<file path="src/rtl/bcd_to_bin.sv">
// Sequential BCD-to-binary converter (reverse double-dabble, one shift per clock).
// Optional macro RANGE_CHECK_EN adds the range_err output and field range checks.
module bcd_to_bin #(
  parameter int unsigned YEAR_W = 12
) (
  input  logic              clk,
  input  logic              rst,
  input  logic              start,
  input  logic [7:0]        bcd_ss,
  input  logic [7:0]        bcd_mm,
  input  logic [7:0]        bcd_hh,
  input  logic [7:0]        bcd_dd,
  input  logic [7:0]        bcd_mo,
  input  logic [15:0]       bcd_yyyy,
  output logic              busy,
  output logic              done,
  output logic [5:0]        sec_bin,
  output logic [5:0]        min_bin,
  output logic [4:0]        hour_bin,
  output logic [4:0]        day_bin,
  output logic [3:0]        month_bin,
  output logic [YEAR_W-1:0] year_bin,
  output logic              bcd_err
`ifdef RANGE_CHECK_EN
  ,
  output logic              range_err
`endif
);

  typedef enum logic [1:0] {S_IDLE, S_SHIFT, S_DONE} state_t;

  state_t      r_state;
  logic [3:0]  r_cnt;
  logic        r_perr;
  logic [7:0]  r_ss_bcd, r_mm_bcd, r_hh_bcd, r_dd_bcd, r_mo_bcd;
  logic [7:0]  r_ss_acc, r_mm_acc, r_hh_acc, r_dd_acc, r_mo_acc;
  logic [15:0] r_y_bcd, r_y_acc;

  logic [15:0] w_ybcd_nx, w_ybin_nx;
  logic [31:0] w_year_ext;
  logic        w_in_bad;
  logic        w_range_bad;
  logic        w_unused_bits;

  function automatic logic [3:0] nib_adj(input logic [3:0] n);
    return (n >= 4'd8) ? n - 4'd3 : n;
  endfunction

  function automatic logic bad2(input logic [7:0] b);
    return (b[7:4] > 4'd9) || (b[3:0] > 4'd9);
  endfunction

  // One step: shift {bcd, acc} right by one, then subtract 3 from each nibble >= 8.
  function automatic logic [7:0] step2(input logic [7:0] b);
    return {nib_adj({1'b0, b[7:5]}), nib_adj(b[4:1])};
  endfunction

  assign w_ybcd_nx  = {nib_adj({1'b0, r_y_bcd[15:13]}), nib_adj(r_y_bcd[12:9]),
                       nib_adj(r_y_bcd[8:5]), nib_adj(r_y_bcd[4:1])};
  assign w_ybin_nx  = {r_y_bcd[0], r_y_acc[15:1]};
  assign w_year_ext = {16'd0, w_ybin_nx};

  assign w_in_bad = bad2(bcd_ss) || bad2(bcd_mm) || bad2(bcd_hh) || bad2(bcd_dd) ||
                    bad2(bcd_mo) || bad2(bcd_yyyy[15:8]) || bad2(bcd_yyyy[7:0]);

`ifdef RANGE_CHECK_EN
  localparam logic [31:0] YEAR_MAX = 32'((64'd1 << YEAR_W) - 64'd1);
  assign w_range_bad = (r_ss_acc > 8'd59) || (r_mm_acc > 8'd59) || (r_hh_acc > 8'd23) ||
                       (r_dd_acc == 8'd0) || (r_dd_acc > 8'd31) ||
                       (r_mo_acc == 8'd0) || (r_mo_acc > 8'd12) ||
                       (w_year_ext > YEAR_MAX);
`else
  assign w_range_bad = 1'b0;
`endif

  // Result bits above each port width are dropped by truncation.
  assign w_unused_bits = ^{r_ss_acc[7:6], r_mm_acc[7:6], r_hh_acc[7:5], r_dd_acc[7:5],
                           r_mo_acc[7:4], w_year_ext};

  always_ff @(posedge clk) begin
    if (rst) begin
      r_state   <= S_IDLE;
      r_cnt     <= '0;
      r_perr    <= 1'b0;
      r_ss_bcd  <= '0; r_mm_bcd <= '0; r_hh_bcd <= '0; r_dd_bcd <= '0; r_mo_bcd <= '0;
      r_ss_acc  <= '0; r_mm_acc <= '0; r_hh_acc <= '0; r_dd_acc <= '0; r_mo_acc <= '0;
      r_y_bcd   <= '0;
      r_y_acc   <= '0;
      busy      <= 1'b0;
      done      <= 1'b0;
      bcd_err   <= 1'b0;
      sec_bin   <= '0;
      min_bin   <= '0;
      hour_bin  <= '0;
      day_bin   <= '0;
      month_bin <= '0;
      year_bin  <= '0;
`ifdef RANGE_CHECK_EN
      range_err <= 1'b0;
`endif
    end else begin
      done <= 1'b0;
      case (r_state)
        S_IDLE, S_DONE: begin
          if (start) begin
            r_ss_bcd <= bcd_ss; r_mm_bcd <= bcd_mm; r_hh_bcd <= bcd_hh;
            r_dd_bcd <= bcd_dd; r_mo_bcd <= bcd_mo; r_y_bcd  <= bcd_yyyy;
            r_ss_acc <= '0; r_mm_acc <= '0; r_hh_acc <= '0; r_dd_acc <= '0; r_mo_acc <= '0;
            r_y_acc  <= '0;
            r_perr   <= w_in_bad;
            r_cnt    <= '0;
            busy     <= 1'b1;
            r_state  <= S_SHIFT;
          end else begin
            r_state  <= S_IDLE;
          end
        end
        S_SHIFT: begin
          if (r_cnt < 4'd8) begin
            r_ss_bcd <= step2(r_ss_bcd); r_ss_acc <= {r_ss_bcd[0], r_ss_acc[7:1]};
            r_mm_bcd <= step2(r_mm_bcd); r_mm_acc <= {r_mm_bcd[0], r_mm_acc[7:1]};
            r_hh_bcd <= step2(r_hh_bcd); r_hh_acc <= {r_hh_bcd[0], r_hh_acc[7:1]};
            r_dd_bcd <= step2(r_dd_bcd); r_dd_acc <= {r_dd_bcd[0], r_dd_acc[7:1]};
            r_mo_bcd <= step2(r_mo_bcd); r_mo_acc <= {r_mo_bcd[0], r_mo_acc[7:1]};
          end
          r_y_bcd <= w_ybcd_nx;
          r_y_acc <= w_ybin_nx;
          r_cnt   <= r_cnt + 4'd1;
          // Last step: the year result is taken from the step logic, not the register.
          if (r_cnt == 4'd15) begin
            r_state <= S_DONE;
            busy    <= 1'b0;
            done    <= 1'b1;
            bcd_err <= r_perr;
`ifdef RANGE_CHECK_EN
            range_err <= !r_perr && w_range_bad;
`endif
            if (!r_perr && !w_range_bad) begin
              sec_bin   <= r_ss_acc[5:0];
              min_bin   <= r_mm_acc[5:0];
              hour_bin  <= r_hh_acc[4:0];
              day_bin   <= r_dd_acc[4:0];
              month_bin <= r_mo_acc[3:0];
              year_bin  <= w_year_ext[YEAR_W-1:0];
            end
          end
        end
        default: r_state <= S_IDLE;
      endcase
    end
  end

endmodule

</file>
<file path="config.mk">
export PLATFORM = sky130hd
export DESIGN_NAME = bcd_to_bin
export DESIGN_NICKNAME = d
export VERILOG_FILES = /design/src/rtl/bcd_to_bin.sv
export SDC_FILE = /design/constraint.sdc
export NUM_CORES = 1
export LEC_CHECK = 0
export ABC_AREA = 0
export BUFFER_PORTS_ARGS = -buffer_cell sky130_fd_sc_hd__buf_2
export CAP_MARGIN = 20
export CORE_ASPECT_RATIO = 1.2
export CORE_MARGIN = 2
export CORE_UTILIZATION = 57
export CTS_BUF_LIST = sky130_fd_sc_hd__clkbuf_8
export DETAILED_ROUTE_END_ITERATION = 12
export GPL_TIMING_DRIVEN = 0
export PLACE_DENSITY = 0.85
export SYNTH_ARGS = -nofsm -noshare
export SYNTH_HDL_FRONTEND = slang
export SYNTH_SLANG_ARGS = --single-unit
</file>
<file path="constraint.sdc">
create_clock -name clk -period 2.5 [get_ports clk]
set_input_delay 0.125 -clock clk [delete_from_list [all_inputs] [get_ports clk]]
set_output_delay 0.125 -clock clk [all_outputs]
set_load 0.01 [all_outputs]
</file>
==> results.py <==
metrics = {
    "yosys": {
        "syn_area_um2": 6730,
        "yosys-top-cells-count": "186 x nand2_1, 159 x dfxtp_1, 102 x a21oi_1",
        "synth_ff_type": "dfxtp_1",
        "synth_top_area_share": 0.473,
        "avgSynthCellArea_um2": 8.21,
        "synth.most_common_cell": "nand2_1",
        "syn_inst": 820,
        "synth-edff-count": 0,
        "syn-num-nets": 896,
        "seq_area_frac_synth": 0.473,
        "yosysWarnings": 0,
        "ys_ff_latch": 159,
        "async_flop_share": 0,
        "yosysTopAreaCell": "dfxtp_1",
        "synth.area.top_cells": "dfxtp_1 47%, nand2_1 10%, a21oi_1 7.6%",
        "synth.distinct_cells": 40,
    },
    "placed_design": {
        "place_area_um2": 7420,
        "place_inst": 1075,
        "port_buffers": 98,
        "place_hpwl_um": 11800,
        "pre_cts_ws_ns": 0.661,
        "place_congestion": 0.875,
    },
    "floorplan": {
        "dieArea_um2": 12700,
        "fp.dieH_um": 123,
        "rows": 43,
        "die_w_um": 103,
        "initial_core_util": 0.582,
        "core_area_um2": 11600,
        "ios": 100,
    },
    "setup_path": {
        "critPathCaptureType": "flip-flop",
        "crit_type": "reg -> reg",
        "worstPathArrival_ns": 2.19,
        "startpoint_type": "flip-flop",
        "r2r_end": "month_bin[3]$_SDFFE_PP0P_",
        "rrSetupSlack_ns": 0.63,
        "required_ns": 2.82,
        "r2r-start": "r_cnt[0]$_SDFFE_PP0P_",
        "ff2ff_path_depth": 7,
        "critical_path.max_fanout": 10,
    },
    "global_routing": {
        "grt_antenna_before_repair": 0,
        "grt_use_total": 0.285,
        "grt_max_degree": 17,
        "grt_pass1_vias": 5933,
        "grt_pass1_wl_um": 28000,
        "grt_remaining_overflow": 0,
    },
    "route": {
        "wl_per_cell_um": 15.4,
        "ant_nets": 0,
        "routed_via_density": 5.54,
        "totalWireLength_um": 17600,
        "drc": 0,
        "vias": 6340,
        "dr.pass1.iters": 7,
        "drt-initial-drc-count": 421,
    },
    "timing": {
        "period_share": 0.747,
        "setup_viol": 0,
        "finalSetupTns_ns": 0,
        "slew_violations": 0,
        "tightest_slew_ns": 0.691,
        "finClkSkew_ns": 0.0124,
        "slew_headroom": 0.539,
        "max_freq_mhz": 535,
        "fin_crit_ns": 1.87,
        "rsz0062_at_grt": "false",
        "timing.final.ws_setup_ns": 0.632,
        "hold_viol_final": 0,
    },
    "power_and_ir_drop": {
        "p_sw_frac": 0.265,
        "intPower_mw": 4.14,
        "p_clk_frac": 0.388,
        "powerDensity_nw_per_um2": 682,
        "leakagePower_nw": 3.23,
        "switchingPower_mw": 1.49,
        "peakVddDrop_uv": 422,
        "combinationalPowerShare": 0.129,
        "power_frac_seq": 0.484,
    },
    "finish": {
        "nets": 1050,
        "nFillCells": 880,
        "synthToLayoutAreaGrowth_pct": 22.6,
        "regMostFlops": "r_y_bcd",
        "design_area_um2": 8250,
        "final_layout_size_suffix_gt1_frac": 0.180,
        "antenna_cells": 0,
        "reg_top3": "r_y_bcd x16, r_y_acc x15, year_bin x12",
        "fin_cells": 1144,
        "largest_reg_flops": 16,
    },
    "clock_tree": {
        "cts_buffers": 17,
        "clkTransAtPathRegs_ns": 0.09,
        "cts_root_buffer": "clkbuf_8",
        "cts_resized": 0,
        "cts_hold_buf": 37,
        "cts_tree": "built",
        "cts_sinks": 159,
        "clock_latency_ns": 0.46,
        "htreeDepth": 4,
        "cts_setup_buffers": 0,
        "cts_buffer_depth": 2,
    },
    "min_path": {
        "hold_start": "bcd_hh[0]",
        "min_delay_path_depth": 3,
        "holdPathEnd": "r_hh_bcd[0]$_SDFFE_PP0P_",
        "min_path_type": "in -> reg",
    },
    "flow_run": {
        "drv_cap": 0,
    },
    "run_status": {
        "status": "completed",
    },
}
## cells by family (layout without fill, tap and decap cells)
| group | Yosys count | count (layout) | synth area share |
|---|---|---|---|
| buffers and inverters | 83 | 250 | 0.0554 |
| flip-flops | 159 | 159 | 0.473 |
| AND/OR/NAND/NOR | 325 | 325 | 0.203 |
| multiplexers | 2 | 2 | 0.00316 |
| adder cells (fa/ha/maj) | 17 | 17 | 0.0316 |
| XOR/XNOR | 16 | 16 | 0.0208 |
| AO/OA/AOI/OAI | 218 | 218 | 0.213 |
## cells in the final DEF, fill, tap and decap left out, types with 4 or more instances in the layout
cell,Yosys,routed
dfxtp_1,159,159
bufinv_16,0,5
a21oi_1,102,102
inv_1,16,17
o21ai_0,35,35
clkbuf_8,0,18
a21o_1,13,13
nor2_1,62,62
xnor2_1,14,14
nor3_1,6,6
nand4_1,4,4
a22oi_1,28,28
a311oi_2,16,16
nand2_1,186,186
a221oi_1,8,8
clkbuf_1,36,36
nand3_1,45,45
a211oi_1,4,4
nand2b_1,9,9
dlygate4sd3_1,0,37
o211ai_1,5,5
clkinv_4,0,4
buf_2,22,120
ha_1,17,17
## per-stage QoR
stage / utilization / hold WS [ns] / total power, mW
after floorplan: - / 0.261 / 3.23
after global placement: 0.641 / 0.368 / 3.42
after detailed placement: 0.641 / 0.375 / 3.43
after CTS: 0.713 / 0.0117 / 5.61
after global routing: 0.713 / 0.0362 / 5.83
final: 0.713 / 0.0195 / 5.63
## power by group through the flow
stage | sequential, mW | clock, mW | combinational (mW)
floorplan | 2.75 | 0 | 0.472
global placement | 2.77 | 0 | 0.644
detailed placement | 2.78 | 0 | 0.657
CTS | 2.72 | 2.19 | 0.709
global route | 2.73 | 2.30 | 0.792
finish | 2.72 | 2.18 | 0.723
## critical path, stage by stage (launching register included)
cell     delay, ns
dfxtp_1       0.39
ha_1          0.23
nand3_2       0.17
or3_1         0.36
buf_2         0.22
buf_2         0.21
nand2_1       0.09
a21oi_1       0.06
## layout make-up
type | instances | area, um2 | share of cell area
flip-flops and latches | 159 | 3180 | 0.386
multi-input cells | 578 | 3180 | 0.385
repair buffers | 135 | 861 | 0.104
plain buffers | 67 | 313 | 0.0379
clock buffers | 18 | 248 | 0.0300
clock inverters | 14 | 216 | 0.0262
well taps | 157 | 196 | 0.0238
inverters | 16 | 60.1 | 0.00728
## per-layer routing
metal  vias up  part of all wire  track usage
met2       251              0.51        0.488
met3        45             0.061       0.0622
li1       3112                 -            -
met1      2932              0.40        0.337
met4         0             0.033        0.137
met5         -                 0            0
## how the worst max path moves through the flow
stage	start	cells after the start	slack [ns]	endpoint
final	r_cnt[0]$_SDFFE_PP0P_	7	0.63	month_bin[3]$_SDFFE_PP0P_
after global routing	r_cnt[0]$_SDFFE_PP0P_	7	0.50	day_bin[4]$_SDFFE_PP0P_
after CTS	r_cnt[0]$_SDFFE_PP0P_	7	0.64	month_bin[3]$_SDFFE_PP0P_
after detailed placement	r_cnt[0]$_SDFFE_PP0P_	7	0.66	sec_bin[4]$_SDFFE_PP0P_
after global placement	r_cnt[0]$_SDFFE_PP0P_	7	0.68	hour_bin[4]$_SDFFE_PP0P_
after floorplan	r_cnt[0]$_SDFFE_PP0P_	7	0.92	day_bin[0]$_SDFFE_PP0P_
Power figures use the tool's default switching activity.
